<file path="src/rtl/dmem_arb_pkg.sv">
// dmem_arb_pkg: shared opcodes, limits and types for the data-memory arbiter
package dmem_arb_pkg;
  localparam logic [5:0] OP_LW = 6'h23;
  localparam logic [5:0] OP_SW = 6'h2b;
  localparam logic [5:0] OP_NOP = 6'h00;
  localparam int STARVE_LIMIT = 4;
  localparam int STARVE_W = $clog2(STARVE_LIMIT + 1);
  typedef enum logic [1:0] {IDLE, ACCESS, DONE} state_t;
  typedef enum logic {CPU = 1'b0, DMA = 1'b1} port_t;
endpackage

</file>
<file path="src/rtl/dmem_arb_pick.sv">
// dmem_arb_pick: CPU-priority winner select with a DMA anti-starvation counter
module dmem_arb_pick
  import dmem_arb_pkg::*;
(
  input  logic  clock,
  input  logic  resetn,
  input  logic  arb,
  input  logic  cpu_req,
  input  logic  dma_req,
  output port_t winner
);
  logic [STARVE_W-1:0] starve_cnt;
  logic starved;
  assign starved = starve_cnt == STARVE_W'(STARVE_LIMIT);
  assign winner = (dma_req && (!cpu_req || starved)) ? DMA : CPU;
  // counts CPU grants that left a waiting DMA behind; any other arbitration outcome clears it
  always_ff @(posedge clock)
    if (!resetn) starve_cnt <= '0;
    else if (arb) starve_cnt <= (!dma_req || winner == DMA) ? '0 : starved ? starve_cnt : starve_cnt + 1'b1;
endmodule

</file>
<file path="src/rtl/dmem_arbiter.sv">
// dmem_arbiter: serialises CPU and DMA load/store requests onto the single-ported data memory
module dmem_arbiter
  import dmem_arb_pkg::*;
(
  input  logic        clock,
  input  logic        resetn,
  input  logic        cpu_req,
  input  logic [5:0]  cpu_op,
  input  logic [31:0] cpu_addr,
  input  logic [31:0] cpu_wdata,
  output logic        cpu_ack,
  output logic        cpu_err,
  output logic [31:0] cpu_rdata,
  input  logic        dma_req,
  input  logic [5:0]  dma_op,
  input  logic [31:0] dma_addr,
  input  logic [31:0] dma_wdata,
  output logic        dma_ack,
  output logic        dma_err,
  output logic [31:0] dma_rdata,
  output logic [5:0]  mem_op,
  output logic [31:0] mem_addr,
  output logic [31:0] mem_wdata,
  input  logic [31:0] mem_rdata
);
  state_t state;
  port_t winner, port;
  logic [5:0] op, req_op;
  logic [31:0] addr, wdata, req_addr, req_wdata;
  logic ok;
  dmem_arb_pick u_pick (
    .clock   (clock),
    .resetn  (resetn),
    .arb     (state == IDLE),
    .cpu_req (cpu_req),
    .dma_req (dma_req),
    .winner  (winner)
  );
  assign req_op = winner == DMA ? dma_op : cpu_op;
  assign req_addr = winner == DMA ? dma_addr : cpu_addr;
  assign req_wdata = winner == DMA ? dma_wdata : cpu_wdata;
  assign ok = (req_op == OP_LW || req_op == OP_SW) && req_addr[1:0] == 2'b00;
  // resetn gates mem_op combinationally so a reset landing in ACCESS cannot commit a store
  assign mem_op = (resetn && state == ACCESS) ? op : OP_NOP;
  assign mem_addr = addr;
  assign mem_wdata = wdata;
  always_ff @(posedge clock) begin
    if (!resetn) begin
      state <= IDLE;
      port <= CPU;
      op <= OP_NOP;
      addr <= '0;
      wdata <= '0;
      cpu_ack <= 1'b0;
      dma_ack <= 1'b0;
      cpu_err <= 1'b0;
      dma_err <= 1'b0;
      cpu_rdata <= '0;
      dma_rdata <= '0;
    end else begin
      cpu_ack <= 1'b0;
      dma_ack <= 1'b0;
      cpu_err <= 1'b0;
      dma_err <= 1'b0;
      case (state)
        IDLE: if (cpu_req || dma_req) begin
          port <= winner;
          op <= req_op;
          addr <= req_addr;
          wdata <= req_wdata;
          state <= ok ? ACCESS : DONE;
          cpu_ack <= !ok && winner == CPU;
          cpu_err <= !ok && winner == CPU;
          dma_ack <= !ok && winner == DMA;
          dma_err <= !ok && winner == DMA;
        end
        ACCESS: begin
          state <= DONE;
          cpu_ack <= port == CPU;
          dma_ack <= port == DMA;
          if (op == OP_LW && port == CPU) cpu_rdata <= mem_rdata;
          if (op == OP_LW && port == DMA) dma_rdata <= mem_rdata;
        end
        default: state <= IDLE;
      endcase
    end
  end
endmodule

</file>
<file path="config.mk">
export PLATFORM = sky130hd
export DESIGN_NAME = dmem_arbiter
export DESIGN_NICKNAME = d
export VERILOG_FILES = /design/src/rtl/dmem_arb_pkg.sv /design/src/rtl/dmem_arb_pick.sv /design/src/rtl/dmem_arbiter.sv
export SDC_FILE = /design/constraint.sdc
export NUM_CORES = 1
export LEC_CHECK = 0
export CAP_MARGIN = 25
export CELL_PAD_IN_SITES_DETAIL_PLACEMENT = 1
export CELL_PAD_IN_SITES_GLOBAL_PLACEMENT = 1
export CORE_ASPECT_RATIO = 0.5
export CORE_MARGIN = 5
export CORE_UTILIZATION = 31
export DETAILED_ROUTE_END_ITERATION = 16
export HOLD_SLACK_MARGIN = 0.06
export PLACE_DENSITY_LB_ADDON = 0.1
export SKIP_LAST_GASP = 1
export SYNTH_ARGS = -nofsm -noshare
export SYNTH_HDL_FRONTEND = slang
export SYNTH_HIERARCHICAL = 1
export SYNTH_SLANG_ARGS = --single-unit
</file>
<file path="constraint.sdc">
create_clock -name clock -period 5.6 [get_ports clock]
set_input_delay 1.68 -clock clock [delete_from_list [all_inputs] [get_ports clock]]
set_output_delay 1.68 -clock clock [all_outputs]
set_load 0.03 [all_outputs]
</file>
==> flow_summary.toml <==
[status]
outcome = "finished clean"

[route]
dr.max_layer_used = "met4"
met1_length_um = 9410
drt_first_iter_violations = 239
final_antenna_net_count = 0
avgRoutedWirePerCell_um = 18.4
vias_per_cell = 4.81
drcViolationCount = 0
route.final.wire_length_um = 21900
dr_total_vias = 5729
tritonroute_pass_1_iters = 4
routed-wl-met3_um = 1330
routed-wl-met2_um = 10800

[grt]
grt_first_pass_wirelength_um = 33600
gr-usage-all-layers_pct = 18.5
number_of_antenna_violations_at_the_first_check_in_global_routing = 0
grt.overflow.total = 0
first_global_vias = 6167
grt_max_degree = 103

[hold_path]
hold_path_class = "reg2reg"
hold_path.startpoint = "cpu_rdata[23]$_SDFFE_PN0P_"
hold_depth = 2
min_delay_worst_endpoint = "cpu_rdata[23]$_SDFFE_PN0P_"

[timing]
totalNegativeSetupSlack_ns = 0
worstMarginPinSlew_ns = 0.999
fin_skew_ns = 0.00905
finalHoldViolCount = 0
hold-worst-slack_ns = 0.456
slew_violations = 0
setup_viol_count_final = 0
period_share_pct = 81.6
grt_setup_unrepaired = "false"
fmaxAchievable_mhz = 219
max_slew_margin_pct = 33.4
min_period_ns = 4.57

[clock_tree]
cts_hold_buffers = 0
cts_buffers = 17
cts.sink_count = 144
clkLatencyLatePin_ns = 0.42
cts_post_setup_buffers_inserted = 0
clk_path_buf_depth = 2
cts_tree = "built"
cts_resized = 0
h-tree-depth = 4
clk_pin_slew_worst_paths_ns = 0.06
root_buffer = "sky130_fd_sc_hd__clkbuf_16"

[floorplan]
floorplan.initialDensity_pct = 31.8
floorplan.die.height_um = 110
design.core.area_um2 = 19600
core.rowCount = 36
die_width_um = 210
floorplan.io_pins = 314
design.die.area_um2 = 23200

[synthesis]
synth_edf_count = 0
ys_dominant_reg_cell = "sky130_fd_sc_hd__dfxtp_1"
syn-instance-count = 627
number_of_synthesized_register_bits = 144
synth.cell_area_um2 = 6230
syn_avg_cell_area_um2 = 9.93
async_sr_flop_fraction_pct = 0
postSynthNetCount = 805
yosys_warnings = 6
netlist-cell-type-count = 42
synth.yosys.seq_area_share_pct = 46.3

[critical_path]
crit_buf_inv = 2
cp_data_required_time_ns = 3.92
r2r_slack_ns = 3.40
crit_path_cell_trace = "buf_4, and3b_2, and2_1, clkdlybuf4s50_1"
worstPathArrival_ns = 2.89
setup.worst_path.end_class = "output port"
timing.reg2reg.worst_path_depth = 5
timing.critical_path.max_delay_family = "buffers and inverters"
critical_path.max_fanout = 9
setup.worst_path.class = "in2out"
crit_path_start_kind = "input port"
delay_contributed_by_the_slowest_stage_of_the_critical_path_ns = 0.71
critPathSlowestCell = "sky130_fd_sc_hd__clkdlybuf4s50_1"
capturing_point_of_the_worst_reg2reg_path = "u_pick/starve_cnt[2]$_SDFFE_PN0P_"
r2r_start = "state[1]$_SDFFE_PN0P_"

[finish]
finalNetCount = 1091
syn_to_final_growth_pct = 62.8
final_cells = 1192
layout.cell_area.non_filler_um2 = 10100
post_route_cells_drive_above_1_share_pct = 6.05
fin_util_pct = 51.7
antennaDiodeCount = 0

[job]
max_cap_viols = 0

[power]
worst_ir_drop_vdd_mv = 0.177
leak_pwr_nw = 3.85
power_density_nw_per_um2 = 303

[placement]
post-dp-hpwl_um = 16200
port_buffers = 313
placedInstanceArea_um2 = 9470
gpl.final_weighted_congestion = 0.717
dpl.cell_count = 1160
where the power goes:
| group | internal [mW] | leakage, nW | total (mW) | switching, mW |
|---|---|---|---|---|
| Clock | 0.812 | 0.322 | 1.28 | 0.469 |
| Sequential | 1.10 | 1.18 | 1.14 | 0.0442 |
| Combinational | 0.303 | 2.35 | 0.646 | 0.343 |
| Total | 2.21 | 3.85 | 3.07 | 0.856 |
cell type report:
type	instances	area (um^2)
Inverter	6	22.5
Tap cell	266	333
Timing Repair Buffer	324	3250
Clock buffer	18	439
Clock inverter	14	228
Sequential cell	144	2880
Fill cell	2171	9460
Multi-Input combinational cell	420	2980
layer usage:
layer	GRT usage (%)	vias up
met5	0	-
met3	5.80	24
met4	6.52	0
met1	21.8	2731
met2	32.3	157
li1	-	2817
how the worst max path moves through the flow:
stage	from	end	slack, ns	cells past startpoint
final	resetn	mem_op[5]	1.03	4
after global routing	resetn	mem_op[5]	0.98	4
after CTS	resetn	mem_op[5]	1.02	4
after detailed placement	resetn	mem_op[5]	1.02	4
after global placement	resetn	mem_op[5]	1.03	4
after floorplan	resetn	mem_op[0]	1.38	4
cell usage after synthesis, drive strengths merged, types with 2 or more instances:
master       count  area (um^2)
dfxtp          144         2880
nand4bb          2         22.5
ha               2         25.0
and3b            3         27.5
clkbuf          24         97.6
and3             3         18.8
a21oi           71          355
nand3            3         20.0
nor3             5         30.0
mux2i          135         1350
nor2             2         10.0
inv              6         22.5
nand2          102          383
and2             6         37.5
o21ai            2         10.0
a211oi          70          526
buf             27          215
dlygate4sd1      6         52.6
o31ai            2         15.0
per-stage QoR:
stage          worst slack, ns  total power [mW]
3_3_place_gp              1.03              1.80
3_5_place_dp              1.02              1.81
5_1_grt                  0.985              3.20
6_report                  1.03              3.07
4_1_cts                   1.02              3.10
2_1_floorplan             1.38              1.49
kinds of logic (layout without fill, tap and decap cells):
family	count (synthesis)	in the layout	synth area share, %
XOR/XNOR	2	2	0.281
buffers and inverters	63	362	6.23
AO/OA/AOI/OAI	149	149	15.1
multiplexers	135	135	21.7
AND/OR/NAND/NOR	132	132	10.0
adder cells (fa/ha/maj)	2	2	0.402
flip-flops	144	144	46.3
registers in the layout (all words and copies together) (netlist names):
register           flops
dma_rdata             32
cpu_ack                1
mem_wdata             32
dma_ack                1
cpu_err                1
op                     6
cpu_rdata             32
u_pick/starve_cnt      3
mem_addr              32
port                   1
state                  2
dma_err                1
tightest hold or removal path, delay by kind of cell, from the launching register on:
kind	cells	cell delay, ns
DFF	1	0.31
and+or+nand+nor	1	0.05
muxes	1	0.05
placed cells by master, fill, tap and decap left out, types with 5 or more instances in the layout:
master	n
sky130_fd_sc_hd__and2_1	6
sky130_fd_sc_hd__buf_4	9
sky130_fd_sc_hd__dfxtp_1	144
sky130_fd_sc_hd__clkbuf_16	17
sky130_fd_sc_hd__mux2i_1	135
sky130_fd_sc_hd__bufinv_16	5
sky130_fd_sc_hd__a21oi_1	71
sky130_fd_sc_hd__a211oi_1	70
sky130_fd_sc_hd__nand2_1	102
sky130_fd_sc_hd__clkdlybuf4s50_1	312
(Power assumes the default switching activity.)
